### config.mk
export PLATFORM = sky130hd
export DESIGN_NAME = alu_nibble_seq
export DESIGN_NICKNAME = d
export VERILOG_FILES = /design/src/rtl/alu_nibble_seq.sv
export SDC_FILE = /design/constraint.sdc
export NUM_CORES = 1
export LEC_CHECK = 0
export ABC_AREA = 1
export CAP_MARGIN = 20
export CORE_MARGIN = 2
export CORE_UTILIZATION = 40
export DETAILED_ROUTE_END_ITERATION = 16
export PLACE_DENSITY = 0.69
export SYNTH_ARGS = -nofsm -noshare
export SYNTH_HDL_FRONTEND = slang
export SYNTH_SLANG_ARGS = --single-unit
export TNS_END_PERCENT = 50
### constraint.sdc
create_clock -name clk -period 1.9 [get_ports clk]
set_input_delay 0.19 -clock clk [delete_from_list [all_inputs] [get_ports clk]]
set_output_delay 0.19 -clock clk [all_outputs]
set_load 0.01 [all_outputs]
### src/rtl/alu_nibble_seq.sv
// Nibble-serial sequencer that runs NIBBLES*4-bit 74181 operations through a single 4-bit slice,
// least significant nibble first, with request/response valid/ready handshakes.
module alu_nibble_seq #(
   parameter int unsigned NIBBLES = 4
) (
   input  logic                 clk,
   input  logic                 rst_n,
   input  logic                 req_valid,
   output logic                 req_ready,
   input  logic [4*NIBBLES-1:0] a_in,
   input  logic [4*NIBBLES-1:0] b_in,
   input  logic [3:0]           s_in,
   input  logic                 m_in,
   input  logic                 cn_in,
   output logic                 busy,
   output logic                 rsp_valid,
   input  logic                 rsp_ready,
   output logic [4*NIBBLES-1:0] f_out,
   output logic                 cn_out,
   output logic                 eq_out,
   output logic                 zero_out
);

   localparam int unsigned W  = 4 * NIBBLES;
   localparam int unsigned IW = $clog2(NIBBLES);

   typedef enum logic [1:0] {IDLE, RUN, DONE} state_t;

   state_t        state_q;
   logic [IW-1:0] idx_q;
   logic [W-1:0]  a_q, b_q, res_q, f_q;
   logic [3:0]    s_q;
   logic          m_q, carry_n_q, eq_acc_q;
   logic          cn_q, eq_q, zero_q, rsp_valid_q;

   logic [3:0]    slice_e, slice_d, slice_f;
   logic [4:0]    slice_c;
   logic [W-1:0]  res_d;

   // 74181 slice, active-high data; slice_c is the active-high internal carry chain.
   always_comb begin
      slice_e = ~((a_q[3:0] & b_q[3:0] & {4{s_q[3]}}) |
                  (a_q[3:0] & ~b_q[3:0] & {4{s_q[2]}}));
      slice_d = ~(a_q[3:0] | (b_q[3:0] & {4{s_q[0]}}) | (~b_q[3:0] & {4{s_q[1]}}));
      slice_c = '0;
      slice_c[0] = ~carry_n_q;
      for (int unsigned i = 0; i < 4; i++) begin
         slice_c[i+1] = ~slice_e[i] | (~slice_d[i] & slice_c[i]);
      end
      slice_f = slice_e ^ slice_d ^ (slice_c[3:0] | {4{m_q}});
      res_d   = {slice_f, res_q[W-1:4]};
   end

   // Operands shift down one nibble per RUN edge and results shift in from the top,
   // so nibble idx is always at the bottom of a_q/b_q; after NIBBLES edges res_d is aligned.
   always_ff @(posedge clk or negedge rst_n) begin
      if (!rst_n) begin
         state_q     <= IDLE;
         idx_q       <= '0;
         a_q         <= '0;
         b_q         <= '0;
         s_q         <= '0;
         m_q         <= 1'b0;
         carry_n_q   <= 1'b1;
         eq_acc_q    <= 1'b1;
         res_q       <= '0;
         f_q         <= '0;
         cn_q        <= 1'b1;
         eq_q        <= 1'b0;
         zero_q      <= 1'b0;
         rsp_valid_q <= 1'b0;
      end else begin
         case (state_q)
            IDLE: begin
               if (req_valid) begin
                  a_q       <= a_in;
                  b_q       <= b_in;
                  s_q       <= s_in;
                  m_q       <= m_in;
                  carry_n_q <= cn_in;
                  eq_acc_q  <= 1'b1;
                  idx_q     <= '0;
                  state_q   <= RUN;
               end
            end
            RUN: begin
               a_q       <= a_q >> 4;
               b_q       <= b_q >> 4;
               res_q     <= res_d;
               carry_n_q <= ~slice_c[4];
               eq_acc_q  <= eq_acc_q & (&slice_f);
               idx_q     <= idx_q + 1'b1;
               if (idx_q == IW'(NIBBLES - 1)) begin
                  idx_q       <= '0;
                  f_q         <= res_d;
                  cn_q        <= m_q | ~slice_c[4];
                  eq_q        <= eq_acc_q & (&slice_f);
                  zero_q      <= (res_d == '0);
                  rsp_valid_q <= 1'b1;
                  state_q     <= DONE;
               end
            end
            DONE: begin
               if (rsp_ready) begin
                  rsp_valid_q <= 1'b0;
                  state_q     <= IDLE;
               end
            end
            default: state_q <= IDLE;
         endcase
      end
   end

   assign req_ready = (state_q == IDLE);
   assign busy      = (state_q != IDLE);
   assign rsp_valid = rsp_valid_q;
   assign f_out     = f_q;
   assign cn_out    = cn_q;
   assign eq_out    = eq_q;
   assign zero_out  = zero_q;

endmodule

Yosys cells after proc, flatten, opt, wreduce, memory -nomap -nowiden
Cells that the tools add are included.
{"block": "word_totals", "out_inout_bits": 22, "in_bits": 42, "regBits": 79, "wordCells": 85}
{"block": "op_classes", "n_addsub": 1, "eq_ne": 6, "mux": 18, "bitwise_logic": 35, "reduce_logical": 11}
{"op": "$pmux W16 S2", "n": 2}
{"op": "$mux W16", "n": 2}
{"op": "$and A4 B4 Y4", "n": 6}
{"op": "$logic_not A16 Y1", "n": 1}
{"op": "$or A4 B4 Y4", "n": 4}
{"op": "$not A4 Y4", "n": 3}
{"op": "$mux W2", "n": 5}
{"op": "$not A1 Y1", "n": 10}
{"op": "$xor A4 B4 Y4", "n": 2}
{"op": "$ne A2 B2 Y1 const B", "n": 3}
{"op": "$pmux W1 S2", "n": 3}
{"op": "$pmux W2 S3", "n": 1}
{"op": "$reduce_and A2 Y1", "n": 3}
{"op": "$reduce_and A3 Y1", "n": 2}
{"op": "$reduce_bool A2 Y1", "n": 3}
{"op": "$and A1 B1 Y1", "n": 5}
{"op": "$or A1 B1 Y1", "n": 5}
{"op": "$eq A2 B2 Y1 const B", "n": 2}
{"op": "$mux W1", "n": 4}
{"op": "$pmux W2 S2", "n": 1}
{"op": "$reduce_and A4 Y1", "n": 1}
{"op": "$add A2 B1 Y2 const B", "n": 1}
{"op": "$eq A2 B1 Y1 const B", "n": 1}
{"op": "$logic_not A2 Y1", "n": 1}

Logic depth before layout (Yosys ltp)
Gate-level depths: netlist of the first run.
{"block": "logic_depth", "ltp_word": 16, "mapped_depth": 13, "ltp_nobuf": 13}

Worst setup path after synthesis of the first run
Ideal clock, no wire load.
{"block": "synth_path", "kind": "register to register", "startpoint": "register state_q[1]", "endpoint": "register idx_q[1]", "path_stages_with_launch": 7, "required_time_ps": 1779, "setup_slack_ps": 571, "path_buffers": 1, "setup_ps": 121, "arrival_ps": 1208, "synth_period_minus_slack_ps": 1329, "cell_sequence": "dfrtp_1 > nor2_2 > nand2_2 > inv_2 > nor2_4 > buf_4 > a22o_1"}
{"block": "synth_between", "elab_chain_len": 3, "word_cells_on_any_way": 6, "cone_classes": "eq/ne: 2; mux: 1; reduce/logical: 3"}
{"element": "start, declared", "line_no": "29", "source": "state_t state_q;"}
{"element": "start signal, assigned", "line_no": "58", "source": "state_q <= IDLE;"}
{"element": "start signal, assigned", "line_no": "83", "source": "state_q <= RUN;"}
{"element": "start signal, assigned", "line_no": "100", "source": "state_q <= DONE;"}
{"element": "$logic_not A2 Y1 *"}
{"element": "net req_ready", "line_no": "9", "source": "output logic req_ready,"}
{"element": "$ne A2 B2 Y1 (no line) or $reduce_bool A2 Y1 (tied branches)"}
{"element": "$reduce_and A2 Y1 (no line)"}
{"element": "end signal, assigned", "line_no": "92", "source": "idx_q <= idx_q + 1'b1;"}
{"element": "end, declared", "line_no": "30", "source": "logic [IW-1:0] idx_q;"}
Mark *: on every way through the listed nets, which the timed path passes. The rest lies on a longest branch.
A chain may end at the register's enable or synchronous reset.

Worst setup path after layout of the first run
{"block": "layout_path", "startpoint": "register state_q[1]", "endpoint": "output req_ready"}
{"block": "layout_between", "elab_chain_len": 1}
{"element": "$logic_not A2 Y1", "line_no": "114", "source": "assign req_ready = (state_q == IDLE);"}
{"element": "end, declared", "line_no": "9"}
No other way between the ends.

==> impl_metrics.toml, run 1 <==
[status]
status = "finished clean"

[layout]
fin_util = 0.521
fillerInstances = 802
layout.nets = 484
antenna_cells = 0
area_delta_synth_final_pct = 28.4
drive_above_1_share = 0.148
final_area_um2 = 4480

[yosys]
synthTopCellsByCount = "nand2_1, dfrtp_1, inv_1, o21ai_0, nor3_1"
synth_top_family_by_area = "simple AND/OR/NAND/NOR gates"
yosys.area_share.adder = 0.00359
yosys_register_bits = 75
synth_simple_gate_area_frac = 0.183
yosysSeqAreaShare = 0.540
syn_area_per_cell_um2 = 9.29
synth_cell_type_count = 34
synth-edff-count = 0
synth_ff_type = "dfrtp_1"
synthArstFlopShare = 1.00
synth_compound_area_frac = 0.169
muxShareOfSynthArea = 0
postSynthNetCount = 418
yosysMostFrequentCell = "nand2_1"
synth_top_area_frac = 0.517
ys.warnings.count = 0
synth.area.top_cells = "dfrtp_1, nand2_1, inv_1, o21ai_0, a221oi_2"
synth_largest_area_cell = "dfrtp_1"
synthCells = 375
synth-xor-area-share = 0.00718
syn-cell-area_um2 = 3480

[setup_path]
crit_fanout = 4
cp_slowest_stage_delay_ns = 0.56
crit_type = "reg -> out"
crit_required_ns = 1.71
reg2reg_slack_ns = 0.38
r2r_cells = 4
crit_arrival_ns = 1.55
worstSetupStartpointType = "flop"
critPathSlowestCell = "clkdlybuf4s50_1"
crit_path_end_kind = "output port"
critical_path.cell_chain = "nor2_2 > clkdlybuf4s50_1"

[route]
dr_wl_met3_um = 255
top_layer_used = "met4"
viasPerCell = 4.96
first_pass_iters = 4
wire_per_inst_um = 13.4
ant_nets = 0
wl_met2_um = 3640
drt_wl_total_um = 7440
drtIter0Drc = 120
vias = 2749
met1Wirelength_um = 3380
drc = 0

[job]
maxCapViolCount = 0

[timing]
timing.final.crit_share = 0.918
finalSetupTns_ns = 0
fmax_ghz = 0.573
min_period_ns = 1.74
slew_headroom = 0.699
rsz0062_at_grt = "false"
hold_violations = 0
final_max_slew_viol_count = 0
setup_viol = 0
tightest_slew_ns = 0.451
finClkSkew_ns = 0.00948
fin_ws_ns = 0.156

[global_route]
antenna_found_initial = 0
grt_max_degree = 42
grt_pass1_vias = 2773
grtUsageTotal = 0.169
grt-ovfl-total = 0
grt_first_pass_wirelength_um = 12900

[clock_network]
clk_latency_ns = 0.35
cts_tree = "built"
numCtsBuffers = 9
cts_max_level = 3
clockRootBuffer = "clkbuf_8"
cts.reportedPaths.clkPinSlew_ns = 0.08
clock_path_buffers = 2
numClockSinks = 75
post-cts-setup-buffers = 0

[min_path]
hold_class = "in -> async"

[floorplan]
die-area_um2 = 9470
die_h_um = 97.3
num_rows = 34
core_area_um2 = 8590
initial_core_util = 0.406
die_w_um = 97.3
ios = 64

[power]
netSwitchingFraction = 0.400
pwr-share-clk = 0.195
p_per_area_nw_per_um2 = 1850
power.switching_mw = 3.31
peakVddDrop_uv = 694
p_seq_frac = 0.335
p_int_mw = 4.97
p_leak_nw = 2.07
power_frac_comb = 0.469

[placement]
gp_congestion = 0.792
io_buffers = 63
hpwl_um = 5330
place_area_um2 = 4200
post-place-ws_ns = 0.357
-- metrics by stage --
step                      cells  hold slack (ns)  power [mW]
final                       554            0.334        8.28
after floorplan             375           -0.106        5.62
after global placement      537            0.168        6.58
after CTS                   554            0.348        8.36
after detailed placement    537            0.178        6.74
after global routing        554            0.367        8.98
-- critical path: cells and delay by family (launching register included) --
| kind | cells | cell delay, ns |
|---|---|---|
| buffers and inverters | 1 | 0.56 |
| flip-flops | 1 | 0.47 |
| AND/OR/NAND/NOR | 1 | 0.17 |
-- layout make-up --
class	count	area, um2	share of cell area
Inverter	59	221	0.0495
Multi-Input combinational cell	224	1260	0.282
Clock buffer	10	128	0.0285
Tap cell	108	135	0.0302
Clock inverter	6	136	0.0305
Sequential cell	75	1880	0.420
Timing Repair Buffer	72	711	0.159
-- final timing paths --
path | to | start
setup reg to reg | b_q[7]$_DFFE_PN0P_ | state_q[1]$_DFFE_PN0P_
min in group clk | b_q[15]$_DFFE_PN0P_ | b_in[15]
hold reg to reg | f_out[9]$_DFFE_PN0P_ | f_out[9]$_DFFE_PN0P_
setup / recovery | req_ready | state_q[1]$_DFFE_PN0P_
hold / removal | f_out[6]$_DFFE_PN0P_ | rst_n
max in group asynchronous | a_q[12]$_DFFE_PN0P_ | rst_n
-- power groups by stage --
stage / logic (mW) / clock network (mW) / registers, mW
after detailed placement: 3.92 / 0 / 2.82
after global placement: 3.79 / 0 / 2.79
after floorplan: 2.81 / 0 / 2.81
final: 3.89 / 1.62 / 2.78
after global routing: 4.39 / 1.72 / 2.87
after CTS: 3.93 / 1.64 / 2.79
-- routing by layer --
metal / track usage / vias to the layer above
li1: - / 1356
met1: 0.221 / 1312
met2: 0.280 / 69
met3: 0.0281 / 12
met4: 0.0705 / 0
met5: 0 / -
-- layout by cell type (no fill, tap or decap), drive strengths merged --
master          n
dlygate4sd3     1
clkbuf         10
bufinv          4
a2bb2oi         1
o211ai          5
clkinvlp        1
a22o            1
o21ai          48
buf             9
clkdlybuf4s50  62
o21bai          1
nor2           14
or2             1
xnor2           2
ha              1
nor3           21
nor4            2
nand2          92
nand3           8
inv            60
nand4           3
dfrtp          72
a21oi           5
a221oi         19
dfstp           3
-- state kept, by name, summed over array words and instances, names as in the netlist --
register	flops
rsp_valid	1
b_q	16
carry_n_q	1
m_q	1
s_q	4
cn_out	1
f_out	16
a_q	16
state_q	2
eq_out	1
eq_acc_q	1
res_q	12
idx_q	2
zero_out	1
-- cells by family after synthesis --
logic type      count (synthesis)
fa+ha+maj                       1
xor+xnor                        2
buf+inv                        76
simple gates                  141
flops                          75
compound gates                 80
-- timing repair --
item                      in CTS  in global routing
gates resized for setup        0                  0
hold endpoints to repair      31                  0
hold buffers                   1                  0
(Power assumes the default switching activity.)
==> run 2, diff against run 1 <==
- CAP_MARGIN: 20 -> unset
==> results of run 2 <==
No change in the layout: final DEF, timing and power equal those of run 1.
==> run 3, diff against run 2 <==
- CORE_UTILIZATION: 40 -> 50
- PLACE_DENSITY: 0.69 -> 0.82
==> run 3 against run 2 <==
Net effect: sequential power is essentially flat; via count down 0.73%; clock power shrank 33%; critical path depth stayed put; cell count down 5.2%; largest cell class unchanged; clock-buffer cell count is 4 higher; fmax up 1.1%.
==> impl_metrics.toml, run 3 (same netlist as run 1, synthesis figures left out) <==
[status]
status = "finished clean"

[placement]
post-place-ws_ns = 0.322
dp_cells = 508
place_area_um2 = 4170
hpwl_um = 5130
gp_congestion = 0.840
io_buffers = 63

[timing]
final_max_slew_viol_count = 0
hold_violations = 0
min_period_ns = 1.73
tightest_slew_ns = 0.489
fmax_ghz = 0.579
finClkSkew_ns = 0.00766
finalSetupTns_ns = 0
hold_ws_ns = 0.351
setup_viol = 0
timing.final.crit_share = 0.908
slew_headroom = 0.674
fin_ws_ns = 0.174
rsz0062_at_grt = "false"

[route]
vias = 2729
wire_per_inst_um = 13.6
drtIter0Drc = 97
drc = 0
first_pass_iters = 4
viasPerCell = 5.20
ant_nets = 0
drt_wl_total_um = 7160

[power]
p_leak_nw = 2.03
power_mw = 7.76
p_per_area_nw_per_um2 = 1780
peakVddDrop_uv = 750

[layout]
antenna_cells = 0
area_delta_synth_final_pct = 24.9
final_cell_mix = "nand2_1, dfrtp_1, clkdlybuf4s50_1, inv_1, o21ai_0"
final_area_um2 = 4350
layout.nets = 483
drive_above_1_share = 0.142
final_common_cell = "nand2_1"
instances_no_fill = 525
fin_util = 0.644
fillerInstances = 548

[global_route]
grt_first_pass_wirelength_um = 12600
grt_max_degree = 50
grtUsageTotal = 0.210
grt_pass1_vias = 2888
grt-ovfl-total = 0
antenna_found_initial = 0

[clock_network]
cts_resized = 0
numClockSinks = 75
cts_tree = "built"
clk_latency_ns = 0.33
clockRootBuffer = "clkbuf_8"
cts-hold-fix-buffers = 1
numCtsBuffers = 9
post-cts-setup-buffers = 0
clock_path_buffers = 2
cts.reportedPaths.clkPinSlew_ns = 0.08
cts_max_level = 3

[floorplan]
ios = 64
die_w_um = 87.5
initial_core_util = 0.516
num_rows = 30
die_h_um = 87.5
core_area_um2 = 6760
die-area_um2 = 7650

[setup_path]
worstSetupStartpointType = "flop"
r2r_cells = 5
crit_type = "reg -> out"
crit_required_ns = 1.71
crit_path_end_kind = "output port"
crit_fanout = 4
crit_arrival_ns = 1.54

[min_path]
hold_class = "in -> async"

[job]
maxCapViolCount = 0
run 3: worst max-delay path: stages, from the launching register on:
cell	delay [ns]
dfrtp_1	0.47
nor2_2	0.17
clkdlybuf4s50_1	0.56
run 3: per-layer routing:
| layer | vias up | track usage | share of wire |
|---|---|---|---|
| met5 | - | 0 | 0 |
| met4 | 0 | 0.0881 | 0.011 |
| met3 | 10 | 0.0332 | 0.036 |
| met2 | 69 | 0.354 | 0.50 |
| met1 | 1285 | 0.269 | 0.46 |
| li1 | 1365 | - | - |
run 3: area by class of cell:
cell class / instances / area (um2) / share of cell area
Timing Repair Buffer: 71 / 713 / 0.164
Clock buffer: 14 / 163 / 0.0374
Multi-Input combinational cell: 224 / 1260 / 0.290
Sequential cell: 75 / 1880 / 0.432
Tap cell: 80 / 100 / 0.0230
Inverter: 59 / 221 / 0.0509
Clock inverter: 2 / 10.0 / 0.00230
run 3: final timing paths:
path,from,endpoint,slack (ns)
setup reg to reg,state_q[1]$_DFFE_PN0P_,carry_n_q$_DFFE_PN1P_,0.30
max in group asynchronous,rst_n,carry_n_q$_DFFE_PN1P_,0.80
hold reg to reg,f_out[9]$_DFFE_PN0P_,f_out[9]$_DFFE_PN0P_,0.48
min in group clk,s_in[0],s_q[0]$_DFFE_PN0P_,0.41
hold / removal,rst_n,f_out[1]$_DFFE_PN0P_,0.35
setup / recovery,state_q[1]$_DFFE_PN0P_,req_ready,0.17
run 3: report_power, final:
part,internal [mW],leakage (nW),switching [mW]
Sequential,2.38,0.920,0.413
Clock,0.544,0.0905,0.543
Combinational,1.58,1.02,2.30
